[config.mk]
export PLATFORM = sky130hd
export DESIGN_NAME = latch_bank_sched
export DESIGN_NICKNAME = d
export VERILOG_FILES = /design/src/rtl/latch_sched_pkg.sv /design/src/rtl/latch_bank_sched_rr_pick.sv /design/src/rtl/latch_bank_sched.sv
export SDC_FILE = /design/constraint.sdc
export NUM_CORES = 1
export LEC_CHECK = 0
export CAP_MARGIN = 0
export CORE_MARGIN = 4
export CORE_UTILIZATION = 30
export CTS_CLUSTER_DIAMETER = 80
export CTS_CLUSTER_SIZE = 8
export DETAILED_ROUTE_END_ITERATION = 16
export DONT_BUFFER_PORTS = 1
export HOLD_SLACK_MARGIN = 0.06
export MAX_ROUTING_LAYER = met4
export PLACE_DENSITY = 0.41
export REMOVE_ABC_BUFFERS = 1
export SYNTH_ARGS = -nofsm -noshare
export SYNTH_HDL_FRONTEND = slang
export SYNTH_SLANG_ARGS = --single-unit
[constraint.sdc]
create_clock -name clk -period 1.9 [get_ports clk]
set_clock_uncertainty 0.2 [all_clocks]
set_input_delay 0 -clock clk [delete_from_list [all_inputs] [get_ports clk]]
set_output_delay 0 -clock clk [all_outputs]
set_load 0.02 [all_outputs]
[src/rtl/latch_sched_pkg.sv]
// Shared types and defaults for the latch bank write scheduler.
package latch_sched_pkg;

    typedef enum logic [1:0] {
        IDLE  = 2'd0,
        SETUP = 2'd1,
        OPEN  = 2'd2,
        HOLD  = 2'd3
    } state_t;

    localparam int DEF_W        = 8;
    localparam int DEF_NLAT     = 4;
    localparam int DEF_OPEN_CYC = 2;

    // Width of a down-counter that must hold values 0..n-1 (never narrower than 1 bit).
    function automatic int cnt_width(input int n);
        return (n <= 2) ? 1 : $clog2(n);
    endfunction

endpackage

[src/rtl/latch_bank_sched_rr_pick.sv]
// Combinational round-robin selector: first set request at or above ptr, wrapping.
module rr_pick
    import latch_sched_pkg::*;
#(
    parameter int NREQ = 4,
    parameter int GW   = $clog2(NREQ)
) (
    input  logic [NREQ-1:0] req,
    input  logic [GW-1:0]   ptr,
    output logic [GW-1:0]   win,
    output logic            any_valid
);

    int idx;

    // Walk the requesters in rotated order starting at ptr; the first hit wins.
    always_comb begin
        win       = '0;
        any_valid = 1'b0;
        idx       = 0;
        for (int k = 0; k < NREQ; k++) begin
            idx = int'(ptr) + k;
            if (idx >= NREQ) idx = idx - NREQ;
            for (int i = 0; i < NREQ; i++) begin
                if (!any_valid && (i == idx) && req[i]) begin
                    any_valid = 1'b1;
                    win       = GW'(i);
                end
            end
        end
    end

endmodule

[src/rtl/latch_bank_sched.sv]
// Write scheduler for a bank of level-sensitive latches. Round-robin grant, then
// SETUP / OPEN / HOLD so a latch enable is never high while its data changes.
// All outputs are registered. Optional readback check: LATCH_READBACK_CHK_EN.
module latch_bank_sched
    import latch_sched_pkg::*;
#(
    parameter int NREQ     = 4,
    parameter int W        = DEF_W,
    parameter int NLAT     = DEF_NLAT,
    parameter int AW       = 2,
    parameter int OPEN_CYC = DEF_OPEN_CYC
) (
    input  logic                    clk,
    input  logic                    clr,
    input  logic [NREQ-1:0]         req,
    input  logic [NREQ*AW-1:0]      req_addr,
    input  logic [NREQ*W-1:0]       req_data,
    output logic [NREQ-1:0]         ack,
    output logic [W-1:0]            lat_d,
    output logic [NLAT-1:0]         lat_c,
    input  logic [NLAT*W-1:0]       lat_q,
    output logic                    busy,
    output logic [$clog2(NREQ)-1:0] gnt_id,
    output logic                    addr_err,
    output logic                    chk_err
);

    localparam int GW = $clog2(NREQ);
    localparam int CW = cnt_width(OPEN_CYC);
    localparam logic [AW:0]   NLAT_V = NLAT[AW:0];
    localparam logic [GW-1:0] LAST_ID = GW'(NREQ - 1);

    state_t          state;
    logic [CW-1:0]   cnt;
    logic [AW-1:0]   addr_r;
    logic [GW-1:0]   ptr;
    logic [GW-1:0]   win;
    logic            any_valid;
    logic [AW-1:0]   sel_addr;
    logic [W-1:0]    sel_data;
    logic            addr_ok;

    rr_pick #(.NREQ(NREQ), .GW(GW)) u_pick (
        .req       (req),
        .ptr       (ptr),
        .win       (win),
        .any_valid (any_valid)
    );

    function automatic logic [NLAT-1:0] lat_onehot(input logic [AW-1:0] a);
        logic [NLAT-1:0] v;
        v = '0;
        for (int i = 0; i < NLAT; i++) v[i] = (i == int'(a));
        return v;
    endfunction

    function automatic logic [NREQ-1:0] req_onehot(input logic [GW-1:0] g);
        logic [NREQ-1:0] v;
        v = '0;
        for (int i = 0; i < NREQ; i++) v[i] = (i == int'(g));
        return v;
    endfunction

    assign addr_ok = ({1'b0, addr_r} < NLAT_V);

    // Mux out the winning requester's address and data for capture at grant.
    always_comb begin
        sel_addr = '0;
        sel_data = '0;
        for (int i = 0; i < NREQ; i++) begin
            if (i == int'(win)) begin
                sel_addr = req_addr[i*AW +: AW];
                sel_data = req_data[i*W +: W];
            end
        end
    end

    // Scheduler FSM; every output is a flop so lat_c cannot glitch.
    always_ff @(posedge clk or negedge clr) begin
        if (!clr) begin
            state    <= IDLE;
            cnt      <= '0;
            addr_r   <= '0;
            ptr      <= '0;
            lat_d    <= '0;
            lat_c    <= '0;
            ack      <= '0;
            busy     <= 1'b0;
            gnt_id   <= '0;
            addr_err <= 1'b0;
        end else begin
            ack      <= '0;
            addr_err <= 1'b0;
            case (state)
                IDLE: begin
                    if (any_valid) begin
                        gnt_id <= win;
                        addr_r <= sel_addr;
                        lat_d  <= sel_data;
                        busy   <= 1'b1;
                        state  <= SETUP;
                    end
                end
                SETUP: begin
                    cnt      <= CW'(OPEN_CYC - 1);
                    lat_c    <= addr_ok ? lat_onehot(addr_r) : '0;
                    addr_err <= !addr_ok;
                    state    <= OPEN;
                end
                OPEN: begin
                    if (cnt == '0) begin
                        lat_c <= '0;
                        ack   <= req_onehot(gnt_id);
                        state <= HOLD;
                    end else begin
                        cnt <= cnt - 1'b1;
                    end
                end
                HOLD: begin
                    ptr   <= (gnt_id == LAST_ID) ? '0 : gnt_id + 1'b1;
                    busy  <= 1'b0;
                    state <= IDLE;
                end
                default: state <= IDLE;
            endcase
        end
    end

`ifdef LATCH_READBACK_CHK_EN
    logic [W-1:0] rd_q;

    // Select the addressed latch output for comparison in HOLD.
    always_comb begin
        rd_q = '0;
        for (int i = 0; i < NLAT; i++) begin
            if (i == int'(addr_r)) rd_q = lat_q[i*W +: W];
        end
    end

    // Sticky readback mismatch flag, cleared only by reset.
    always_ff @(posedge clk or negedge clr) begin
        if (!clr) begin
            chk_err <= 1'b0;
        end else if ((state == HOLD) && addr_ok && (rd_q != lat_d)) begin
            chk_err <= 1'b1;
        end
    end
`else
    logic unused_latq;
    assign unused_latq = ^lat_q;
    assign chk_err     = 1'b0;
`endif

endmodule

[Word level (Yosys, flattened, before mapping)]
Index checks and enable logic that the tools add are counted.
Storage, ports and cells
  bits in registers: 26
  input port bits: 78
  output and inout bits: 21
  logic and storage cells: 164
Cells by class
  add/sub/neg operators: 9
  magnitude comparators: 4
  eq/ne operators: 27
  muxes and demuxes: 55
  reduce and logical (&&, ||, !) cells: 60
Operators by type and width (count)
  == test 3 x 32 -> 1 bit (first input constant): 8
  == test 2 x 32 -> 1 bit (first input constant): 4
  logical NOT 32 bit: 4
  2-to-1 mux 32 bit: 4
  greater-or-equal comparator 32 x 4 -> 1 bit (second input constant): 3
  subtractor 32 x 4 -> 32 bit (second input constant): 3
  2-to-1 mux 2 bit: 21
  2-to-1 mux 8 bit: 4
  logical AND 1 bit: 31
  2-to-1 mux 1 bit: 19
  logical NOT 1 bit: 15
  == test 2 bit (first input constant): 6
  2-to-1 mux 4 bit: 3
  logical NOT 2 bit: 4
  case mux 2 bit (4 select lines): 1
  case mux 4 bit (2 select lines): 1
  AND reduction 2 bit: 4
  adder 2 x 2 -> 3 bit (second input constant): 2
  == test 1 x 2 -> 1 bit (first input constant): 3
  == test 2 bit (second input constant): 3
  inequality test 2 bit (second input constant): 2
  case mux 1 bit (2 select lines): 2
  nonzero test 2 bit: 2
  subtractor 2 x 3 -> 4 bit (second input constant): 1
  other kinds (5): 5

[Longest topological paths before layout]
Gate-level depths: netlist (run 1).
  word-level depth: 70
  mapped depth: 7
  mapped depth without buffers: 6

[Hierarchy]
From an unflattened synthesis (run 1), not the netlist that was laid out.
Second synthesis, totals
  cell total of the unflattened synthesis: 131
  area total of the unflattened synthesis: 1486.4 sq um
By module, submodules not included
  latch_bank_sched: times used 1, cells each 120, area an instance 1416.4 sq um
  rr_pick: times used 1, cells each 11, area an instance 70.1 sq um

[Worst setup path after synthesis (run 1)]
OpenSTA, ideal clock, no wires.
  kind: reg2reg
  from: register ptr[1]
  to: register lat_d[4]
  library setup time: 0.101 ns
  arrival: 1.481 ns
  required time: 1.599 ns
  slack: 0.118 ns
  stages on the path, launching flop included: 8
  buffers on the path: 2
  clock period less this slack: 1.782 ns
  cells stage by stage: dfrtp_1 -> buf_4 -> nand2b_4 -> a21oi_1 -> or2_1 -> buf_4 -> nor2_1 -> o32ai_1
On the way
  word-level cells in the longest chain between the ends: 70
RTL lines
  start, declared: RTL line latch_bank_sched.sv:36  | logic [GW-1:0] ptr;
  start signal, assigned: RTL line latch_bank_sched.sv:120  | ptr <= (gnt_id == LAST_ID) ? '0 : gnt_id + 1'b1;
  subtractor 2 x 3 -> 4 bit or greater-or-equal comparator 2 x 3 -> 1 bit (tied branches): RTL line latch_bank_sched_rr_pick.sv:23  | if (idx >= NREQ) idx = idx - NREQ;
  2-to-1 mux 32 bit: RTL line latch_bank_sched_rr_pick.sv:23
  logical NOT 32 bit: RTL line latch_bank_sched_rr_pick.sv:25  | if (!any_valid && (i == idx) && req[i]) begin
  logical AND 1 bit: RTL line latch_bank_sched_rr_pick.sv:25
  2-to-1 mux 1 bit: RTL line latch_bank_sched_rr_pick.sv:25
  logical NOT 1 bit: RTL line latch_bank_sched_rr_pick.sv:25
  logical AND 1 bit (2 in series): RTL line latch_bank_sched_rr_pick.sv:25
  2-to-1 mux 1 bit: RTL line latch_bank_sched_rr_pick.sv:25
  [48 not listed]
  logical NOT 1 bit: RTL line latch_bank_sched_rr_pick.sv:25
  logical AND 1 bit (2 in series): RTL line latch_bank_sched_rr_pick.sv:25
  2-to-1 mux 1 bit: RTL line latch_bank_sched_rr_pick.sv:25
  logical NOT 1 bit: RTL line latch_bank_sched_rr_pick.sv:25
  logical AND 1 bit (2 in series): RTL line latch_bank_sched_rr_pick.sv:25
  2-to-1 mux 2 bit: RTL line latch_bank_sched_rr_pick.sv:25
  logical NOT 2 bit: RTL line latch_bank_sched.sv:71  | if (i == int'(win)) begin
  2-to-1 mux 8 bit (4 in series): RTL line latch_bank_sched.sv:71
  end signal, assigned: RTL line latch_bank_sched.sv:99  | lat_d <= sel_data;
  end, declared: RTL line latch_bank_sched.sv:19  | output logic [W-1:0] lat_d,
Several ways; a longest one is shown, not always the timed one.
A chain may end at the register's enable or synchronous reset.

[Final worst setup path (run 1)]
  from: register ptr[1]
  to: register lat_d[6]
Same word-level chain as after synthesis.

==> impl_metrics.toml, run 1 <==
[run_status]
status = "finished with violations"
violations = "hold timing"

[layout]
final_layout_size_suffix_gt1_share_pct = 23.6
most-common-layout-cells = "sky130_fd_sc_hd__dlygate4sd3_1, sky130_fd_sc_hd__dfrtp_1, sky130_fd_sc_hd__nor2_1"
final.fill_count = 509
final_common_cell = "sky130_fd_sc_hd__dlygate4sd3_1"
synthToLayoutAreaGrowth_pct = 49.6
insertedDiodeCount = 0
register_area_sq_um = 653
final_net_count = 324
multi_input_comb_area_sq_um = 1030
final_instance_area_sq_um = 2550
utilization_pct = 46.3

[pwr]
pwr-share-seq_pct = 33.5
clockPowerShare_pct = 13.0
switching_share_pct = 44.8
power-per-cell-area_nw_per_um2 = 1430
cell_internal_pwr_uw = 2010
total_leakage_power_uw = 0.00108
comb_power_share_pct = 53.5
switching_power_uw = 1630
vdd.ir_drop.worst_mv = 0.781

[timing]
setup_viol_count_final = 0
final_hold_viol_count = 3
timing.final.crit_period_ns = 1.84
holdWs_ns = -0.180
maxClockFrequency_mhz = 544
timing.final.crit_share_pct = 96.8
maxSlewViolCount = 0

[critical_path]
timing.reg2reg.worst_path_depth = 5
top_family_by_delay_on_critical_path = "compound AO/OA/AOI/OAI gates"
timing.critical_path.cells = "buf_4 -> o21bai_1 -> a32o_2 -> a221oi_1 -> o32ai_1"
criticalPathCategory = "reg2reg"
cp_data_arrival_time_ns = 1.79
r2r_slack_ns = 0.06
regToRegStartpoint = "ptr[1]$_DFFE_PN0P_"
critical_path_required_ns = 1.85
cp.buffers_inverters = 1
crit_end = "lat_d[6]$_DFFE_PN0P_"
cpMaxStageDelayCell = "sky130_fd_sc_hd__dfrtp_2"
critPathLaunch = "ptr[1]$_DFFE_PN0P_"
cp_max_fo = 7
critPathCaptureType = "flop"
worst_flop_to_flop_path_endpoint = "lat_d[6]$_DFFE_PN0P_"
setup_crit_start_kind = "flop"
path_depth = 5
timing.critical_path.slowest_cell_delay_ns = 0.45

[synth]
library_cells_used_by_synthesis = 45
ys_warn_count = 0
synth.area.top_cells = "sky130_fd_sc_hd__dfrtp_1, sky130_fd_sc_hd__ha_1, sky130_fd_sc_hd__a221oi_2, sky130_fd_sc_hd__a211oi_2, sky130_fd_sc_hd__nor2_1"
synthDominantAreaCellType = "sky130_fd_sc_hd__dfrtp_1"
seq_area_frac_synth_pct = 38.2
instance_count_of_the_mapped_netlist = 179
synth.ff_latch_count = 26
synth_top_cell_area_share_pct = 38.2
mappedNetlistArea_sq_um = 1700
postSynthAreaPerCell_sq_um = 9.52

[clocking]
cts_root_buffer = "sky130_fd_sc_hd__clkbuf_8"
clock_sink_count = 26
insertion_delay_ns = 0.28
tritoncts.num_buffers = 3
cts_max_level = 1
clk_path_buf_depth = 2
path_clk_slew_ns = 0.10
cts_hold_buf = 48
tritoncts = "done"

[hold_path]
hold_path_startpoint = "req[1]"
class_of_the_most_critical_hold_timing_path = "in2reg"

[routing]
avgRoutedWirePerCell_microns = 17.9
via_count = 1608
route.detailed.drc = 0
dr.first_iter.drc_count = 91
routed_wl_mm = 5.52
final_antenna_net_count = 0
routed_via_density = 5.20
drt_pass1_iterations = 6

[global_routing]
antenna_found_initial = 0
grt_pass1_vias = 1739
grt_first_pass_wirelength_mm = 8.78
grt.overflow.total = 0
gr-usage-all-layers_pct = 16.0
grt_start_max_net_pins = 27

[floorplan]
design.die.area_sq_um = 6950
chipWidth_microns = 83.4
core_area_sq_um = 5510
num_rows = 27
ioPinCount = 99
initial_core_util_pct = 30.9
die_height_microns = 83.4

[placement]
dpl_cell_area_sq_um = 1860
globalplace.congestion = 0.766
detailed_place_hpwl_mm = 3.60
port_buffers = 0

[job]
max_cap_viol_count = 0
## per-layer routing
metal,up-vias,part of all wire (%),GRT usage (%)
met5,-,0,-
met4,0,1.6,4.31
met3,10,5.3,4.17
met2,54,54,29.3
met1,784,39,17.0
li1,760,-,-
## flip-flops by register name, indices dropped and copies added (netlist names)
register and count:
state 2, cnt 1, addr_r 2, busy 1
gnt_id 2, lat_c 4, lat_d 8, ack 4
ptr 2
## power by group through the flow
stage                     registers [uW]  logic [uW]  clock network [uW]
after global routing                1260        2160                 517
final                               1220        1950                 474
after CTS                           1230        1770                 491
after floorplan                     1170        1120                   0
after detailed placement            1230        1650                   0
after global placement              1220        1610                   0
## metrics by stage
stage	power [uW]	setup WS, ns	cells	TNS (ns)
3_5_place_dp	2890	-0.0333	255	-0.182
4_1_cts	3480	0.00240	307	0
3_3_place_gp	2840	0.0183	255	0
2_1_floorplan	2290	0.0727	168	0
5_1_grt	3940	-0.0254	309	-0.0275
6_report	3640	0.0601	309	0
## worst min-delay path, delay by kind of cell
kind	cells	cell delay [ns]
compound gates	2	0.14
simple gates	1	0.12
## synthesized netlist by cell type (all sizes together)
| cell type | instances |
|---|---|
| a21oi | 5 |
| a32o | 2 |
| nand3 | 7 |
| o21ai | 13 |
| o31ai | 1 |
| mux2 | 1 |
| nor3 | 6 |
| a21boi | 1 |
| o21bai | 1 |
| a22o | 1 |
| ha | 8 |
| nor2 | 19 |
| nor2b | 3 |
| inv | 9 |
| nand2 | 18 |
| a32oi | 1 |
| dfrtp | 26 |
| o2bb2ai | 1 |
| or4 | 1 |
| buf | 12 |
| nand2b | 5 |
| a22oi | 3 |
| o211a | 2 |
| o32ai | 3 |
| o211ai | 1 |
| and2 | 5 |
| a221oi | 10 |
| or2 | 1 |
| a211oi | 8 |
| or3 | 1 |
| nor4 | 1 |
| conb | 1 |
| o22ai | 1 |
| and3 | 1 |
## area by class of cell
type / instances / share of cell area, %
tap: 72 / 3.53
timing repair buffer: 65 / 26.1
multi-input combinational: 133 / 40.6
inverter: 9 / 1.33
clock inverter: 1 / 1.18
clock buffer: 3 / 1.62
sequential: 26 / 25.6
## logic make-up after synthesis
logic type / after synthesis / synth area share (%)
flops: 26 / 38.2
mux: 1 / 0.661
fa+ha+maj: 8 / 5.87
buf+inv: 21 / 6.61
other cells: 1 / 0.220
simple gates: 68 / 19.6
compound gates: 54 / 28.9
## repair_timing
item / in CTS / in global routing
resized for setup: 2 / 21
pin swaps: 0 / 3
setup endpoints to repair: 10 / 12
endpoints found under the hold margin: 40 / 6
setup buffers: 0 / 2
## how the worst min path moves through the flow
stage | endpoint | slack [ns] | cells past startpoint
2_1_floorplan | ack[0]$_DFF_PN0_ | -0.50 | 0
4_1_cts | busy$_DFFE_PN0P_ | -0.20 | 3
3_3_place_gp | ack[2]$_DFF_PN0_ | -0.49 | 0
3_5_place_dp | ack[2]$_DFF_PN0_ | -0.49 | 0
5_1_grt | busy$_DFFE_PN0P_ | -0.17 | 3
6_report | busy$_DFFE_PN0P_ | -0.18 | 3
No activity file was read; power rests on OpenSTA's default activity.
==> inputs of run 2 (changes only) <==
--- a/config.mk
+++ b/config.mk
@@ -8,7 +8,6 @@
 export CAP_MARGIN = 0
 export CORE_MARGIN = 4
 export CORE_UTILIZATION = 30
-export CTS_CLUSTER_DIAMETER = 80
 export CTS_CLUSTER_SIZE = 8
 export DETAILED_ROUTE_END_ITERATION = 16
 export DONT_BUFFER_PORTS = 1
==> constraint.sdc (replaced) <==
create_clock -name clk -period 2.4 [get_ports clk]
set_clock_uncertainty 0.2 [all_clocks]
set_input_delay 0 -clock clk [delete_from_list [all_inputs] [get_ports clk]]
set_output_delay 0 -clock clk [all_outputs]
set_load 0.02 [all_outputs]
==> impl_metrics.toml, run 2 (synthesized netlist as in run 1, its figures left out) <==
[timing]
timing.final.crit_period_ns = 2.18
timing.final.crit_share_pct = 90.9
final_hold_viol_count = 0
finalSetupTns_ns = 0
grt_setup_unrepaired = "false"
holdWs_ns = 0.0642
post-route-worst-setup-slack_ns = 0.218
maxSlewViolCount = 0
setup_viol_count_final = 0
maxClockFrequency_mhz = 458

[routing]
drt_pass1_iterations = 4
route.detailed.drc = 0
via_count = 1582
final_antenna_net_count = 0
dr.first_iter.drc_count = 42
avgRoutedWirePerCell_microns = 17.1
routed_via_density = 5.27
routed_wl_mm = 5.13

[critical_path]
cp_data_arrival_time_ns = 2.15
critical_path_required_ns = 2.37
setup_crit_start_kind = "flop"
criticalPathCategory = "reg2reg"
critPathCaptureType = "flop"
cp_max_fo = 11

[placement]
dpl_cell_area_sq_um = 1740
port_buffers = 0
globalplace.congestion = 0.768
dpl_worst_slack_ns = 0.231
detailed_place_hpwl_mm = 3.38

[global_routing]
gr-usage-all-layers_pct = 15.5
grt_start_max_net_pins = 27
antenna_found_initial = 0
grt_pass1_vias = 1692
grt_first_pass_wirelength_mm = 8.42
grt.overflow.total = 0

[pwr]
vdd.ir_drop.worst_mv = 0.413
cell_internal_pwr_uw = 1400
comb_power_share_pct = 48.2
pwr-share-seq_pct = 37.7
switching_share_pct = 45.8
switching_power_uw = 1180
clockPowerShare_pct = 14.1
total_leakage_power_uw = 0.00100
power-per-cell-area_nw_per_um2 = 1090
p_total_uw = 2580

[clocking]
clock_sink_count = 26
cts_root_buffer = "sky130_fd_sc_hd__clkbuf_8"
tritoncts.num_buffers = 3
tritoncts = "done"
path_clk_slew_ns = 0.09
cts_max_level = 1
insertion_delay_ns = 0.27
clk_path_buf_depth = 2

[layout]
synthToLayoutAreaGrowth_pct = 38.7
final_instance_area_sq_um = 2360
final_common_cell = "sky130_fd_sc_hd__dlygate4sd3_1"
largest_register_ffs = 8
largest-register = "lat_d"
largest_registers = "lat_d x8, ack x4, lat_c x4"
most-common-layout-cells = "sky130_fd_sc_hd__dlygate4sd3_1, sky130_fd_sc_hd__dfrtp_1, sky130_fd_sc_hd__nor2_1"
final_layout_size_suffix_gt1_share_pct = 13.6
final_net_count = 315
insertedDiodeCount = 0

[hold_path]
class_of_the_most_critical_hold_timing_path = "in2reg"

[floorplan]
initial_core_util_pct = 30.9
die_height_microns = 83.4
ioPinCount = 99
design.die.area_sq_um = 6950
core_area_sq_um = 5510
chipWidth_microns = 83.4
num_rows = 27

[job]
max_cap_viol_count = 0

[run_status]
status = "finished clean"
## run 2: changes by cell type in the layout (fill, tap and decap cells not counted), sizes merged
cell | before | now
buf | 19 | 6
dlygate4sd3 | 44 | 49
dlymetal6s4s | 2 | 1
## run 2: layout make-up
cell class | instances | area, sq um
fillers | 529 | 3140
multi-input cells | 133 | 945
flip-flops and latches | 26 | 651
repair buffers | 56 | 573
well taps | 72 | 90.1
clock buffers | 3 | 41.3
inverters | 9 | 33.8
clock inverters | 1 | 30.0
## run 2: worst paths after layout
| kind | slack [ns] | cells after the start | from | end |
|---|---|---|---|---|
| worst max register to register | 0.22 | 5 | ptr[1]$_DFFE_PN0P_ | lat_d[4]$_DFFE_PN0P_ |
| worst min-delay path | 0.06 | 3 | req[3] | gnt_id[0]$_DFFE_PN0P_ |
| min in group asynchronous | 0.58 | 4 | clr | ack[2]$_DFF_PN0_ |
| max in group asynchronous | 1.25 | 4 | clr | addr_r[1]$_DFFE_PN0P_ |
| worst min register to register | 0.35 | 1 | addr_r[0]$_DFFE_PN0P_ | lat_c[0]$_DFFE_PN0P_ |
| worst max-delay path | 0.22 | 5 | ptr[1]$_DFFE_PN0P_ | lat_d[4]$_DFFE_PN0P_ |
## run 2: per-stage QoR
step,instances,util [%]
after detailed placement,243,31.6
after global placement,243,31.6
final,300,42.9
after global routing,300,42.9
after floorplan,168,-
after CTS,299,42.7
## run 2: layer usage
metal | up-vias | GRT usage (%) | wire (microns)
li1 | 743 | - | -
met1 | 758 | 16.0 | 1970
met2 | 67 | 29.0 | 2760
met3 | 14 | 2.88 | 279
met4 | 0 | 5.65 | 121
met5 | - | - | 0
## run 2: power by group through the flow
stage | Combinational [uW] | Sequential [uW] | Clock [uW]
floorplan | 889 | 923 | 0
global placement | 1110 | 980 | 0
detailed placement | 1150 | 986 | 0
CTS | 1250 | 978 | 377
global route | 1400 | 1000 | 396
finish | 1240 | 973 | 363
## run 2: timing repair
item	4_1_cts	5_1_grt
setup buffers	0	1
resized for setup	0	1
hold buffers	52	0
endpoints found under the hold margin	40	0
setup endpoints to repair	0	7
## run 2: worst max-delay path: stages, from the launching register on
cell	delay (ns)
sky130_fd_sc_hd__dfrtp_1	0.55
sky130_fd_sc_hd__nand2b_1	0.19
sky130_fd_sc_hd__o21ai_0	0.16
sky130_fd_sc_hd__a32oi_2	0.50
sky130_fd_sc_hd__nand2_1	0.18
sky130_fd_sc_hd__o32ai_1	0.30
==> inputs of run 3 (changes only) <==
--- a/config.mk
+++ b/config.mk
@@ -11,10 +11,11 @@
 export CTS_CLUSTER_SIZE = 8
 export DETAILED_ROUTE_END_ITERATION = 16
 export DONT_BUFFER_PORTS = 1
-export HOLD_SLACK_MARGIN = 0.06
+export HOLD_SLACK_MARGIN = 0.08
 export MAX_ROUTING_LAYER = met4
 export PLACE_DENSITY = 0.41
 export REMOVE_ABC_BUFFERS = 1
+export SLEW_MARGIN = 10
 export SYNTH_ARGS = -nofsm -noshare
 export SYNTH_HDL_FRONTEND = slang
 export SYNTH_SLANG_ARGS = --single-unit
==> impl_metrics.toml, run 3 (synthesized netlist as in run 1, its figures left out) <==
[layout]
largest-register = "lat_d"
final_cells = 299
largest_registers = "lat_d x8, ack x4, lat_c x4"
synthToLayoutAreaGrowth_pct = 38.1
most-common-layout-cells = "sky130_fd_sc_hd__dlygate4sd3_1, sky130_fd_sc_hd__dfrtp_1, sky130_fd_sc_hd__nor2_1"
final_net_count = 314
largest_register_ffs = 8
final_layout_size_suffix_gt1_share_pct = 13.7
insertedDiodeCount = 0
final_common_cell = "sky130_fd_sc_hd__dlygate4sd3_1"

[clocking]
tritoncts.num_buffers = 3
clock_sink_count = 26
path_clk_slew_ns = 0.10
tritoncts = "done"
cts_root_buffer = "sky130_fd_sc_hd__clkbuf_8"
cts_max_level = 1
clk_path_buf_depth = 2
insertion_delay_ns = 0.27

[timing]
final_hold_viol_count = 0
holdWs_ns = 0.0876
maxClockFrequency_mhz = 458
finalSetupTns_ns = 0
grt_setup_unrepaired = "false"
timing.final.crit_period_ns = 2.19
setup_viol_count_final = 0
timing.final.crit_share_pct = 91.1
maxSlewViolCount = 0

[critical_path]
critPathCaptureType = "flop"
worst_flop_to_flop_path_endpoint = "lat_d[4]$_DFFE_PN0P_"
critical_path_required_ns = 2.37
timing.reg2reg.worst_path_depth = 5
regToRegStartpoint = "ptr[1]$_DFFE_PN0P_"
cp_max_fo = 11
setup_crit_start_kind = "flop"
criticalPathCategory = "reg2reg"
cp_data_arrival_time_ns = 2.16
r2r_slack_ns = 0.21

[floorplan]
design.die.area_sq_um = 6950
core_area_sq_um = 5510
die_height_microns = 83.4
chipWidth_microns = 83.4
initial_core_util_pct = 30.9
ioPinCount = 99
num_rows = 27

[global_routing]
grt_pass1_vias = 1682
grt.overflow.total = 0
grt_start_max_net_pins = 27
gr-usage-all-layers_pct = 15.4
antenna_found_initial = 0
grt_first_pass_wirelength_mm = 8.40

[pwr]
vdd.ir_drop.worst_mv = 0.414
p_total_uw = 2580
power-per-cell-area_nw_per_um2 = 1100
total_leakage_power_uw = 0.000998

[routing]
routed_wl_mm = 5.11
final_antenna_net_count = 0
avgRoutedWirePerCell_microns = 17.1
dr.first_iter.drc_count = 39
route.detailed.drc = 0
drt_pass1_iterations = 4
via_count = 1591
routed_via_density = 5.32

[placement]
port_buffers = 0
place.detailed.instances = 243
globalplace.congestion = 0.768
detailed_place_hpwl_mm = 3.38

[hold_path]
class_of_the_most_critical_hold_timing_path = "in2reg"
worstHoldPathCells = 3
hold_path_startpoint = "req[1]"
whs_endpoint = "gnt_id[0]$_DFFE_PN0P_"

[job]
max_cap_viol_count = 0

[run_status]
status = "finished clean"
## run 3: through the flow
step	utilization (%)	instance area, sq um	worst slack [ns]
floorplan	-	1630	0.573
global placement	31.6	1740	0.329
detailed placement	31.6	1740	0.231
CTS	42.6	2340	0.0333
global route	42.7	2350	0.0745
finish	42.7	2350	0.214
## run 3: what timing repair did
action | CTS | global route
setup endpoints to repair | 0 | 7
buffers inserted | 0 | 1
gates resized for setup | 0 | 1
hold endpoints to repair | 41 | 0
hold buffers | 51 | 0
## run 3: worst max-delay path by stage
stage,start,to,cells past startpoint
floorplan,ptr[1]$_DFFE_PN0P_,addr_r[1]$_DFFE_PN0P_,5
global placement,ptr[1]$_DFFE_PN0P_,lat_d[4]$_DFFE_PN0P_,5
detailed placement,ptr[1]$_DFFE_PN0P_,lat_d[4]$_DFFE_PN0P_,5
CTS,req[0],addr_r[0]$_DFFE_PN0P_,7
global route,ptr[1]$_DFFE_PN0P_,lat_d[4]$_DFFE_PN0P_,5
finish,ptr[1]$_DFFE_PN0P_,lat_d[4]$_DFFE_PN0P_,5
## run 3: layout make-up
type / count / area [sq um]
well taps: 72 / 90.1
clock buffers: 3 / 41.3
repair buffers: 55 / 563
fillers: 530 / 3150
clock inverters: 1 / 30.0
flip-flops and latches: 26 / 651
multi-input cells: 133 / 945
inverters: 9 / 33.8
## run 3: power breakdown
part	internal [uW]	switching, uW
combinational	545	698
sequential	631	342
clock	223	140
total	1400	1180
## run 3: per-layer routing
metal  global-route usage [%]  vias up  routed length [microns]
met4                     5.65        0                      140
met2                     28.8       70                     2750
li1                         -      740                        -
met3                     2.88       18                      265
met5                        -        -                        0
met1                     16.0      763                     1960
## run 3: worst max-delay path, cell delays in order (launching register included)
cell and delay [ns]:
sky130_fd_sc_hd__dfrtp_1 0.56, sky130_fd_sc_hd__nand2b_1 0.19, sky130_fd_sc_hd__o21ai_0 0.16, sky130_fd_sc_hd__a32oi_2 0.50, sky130_fd_sc_hd__nand2_1 0.18, sky130_fd_sc_hd__o32ai_1 0.29
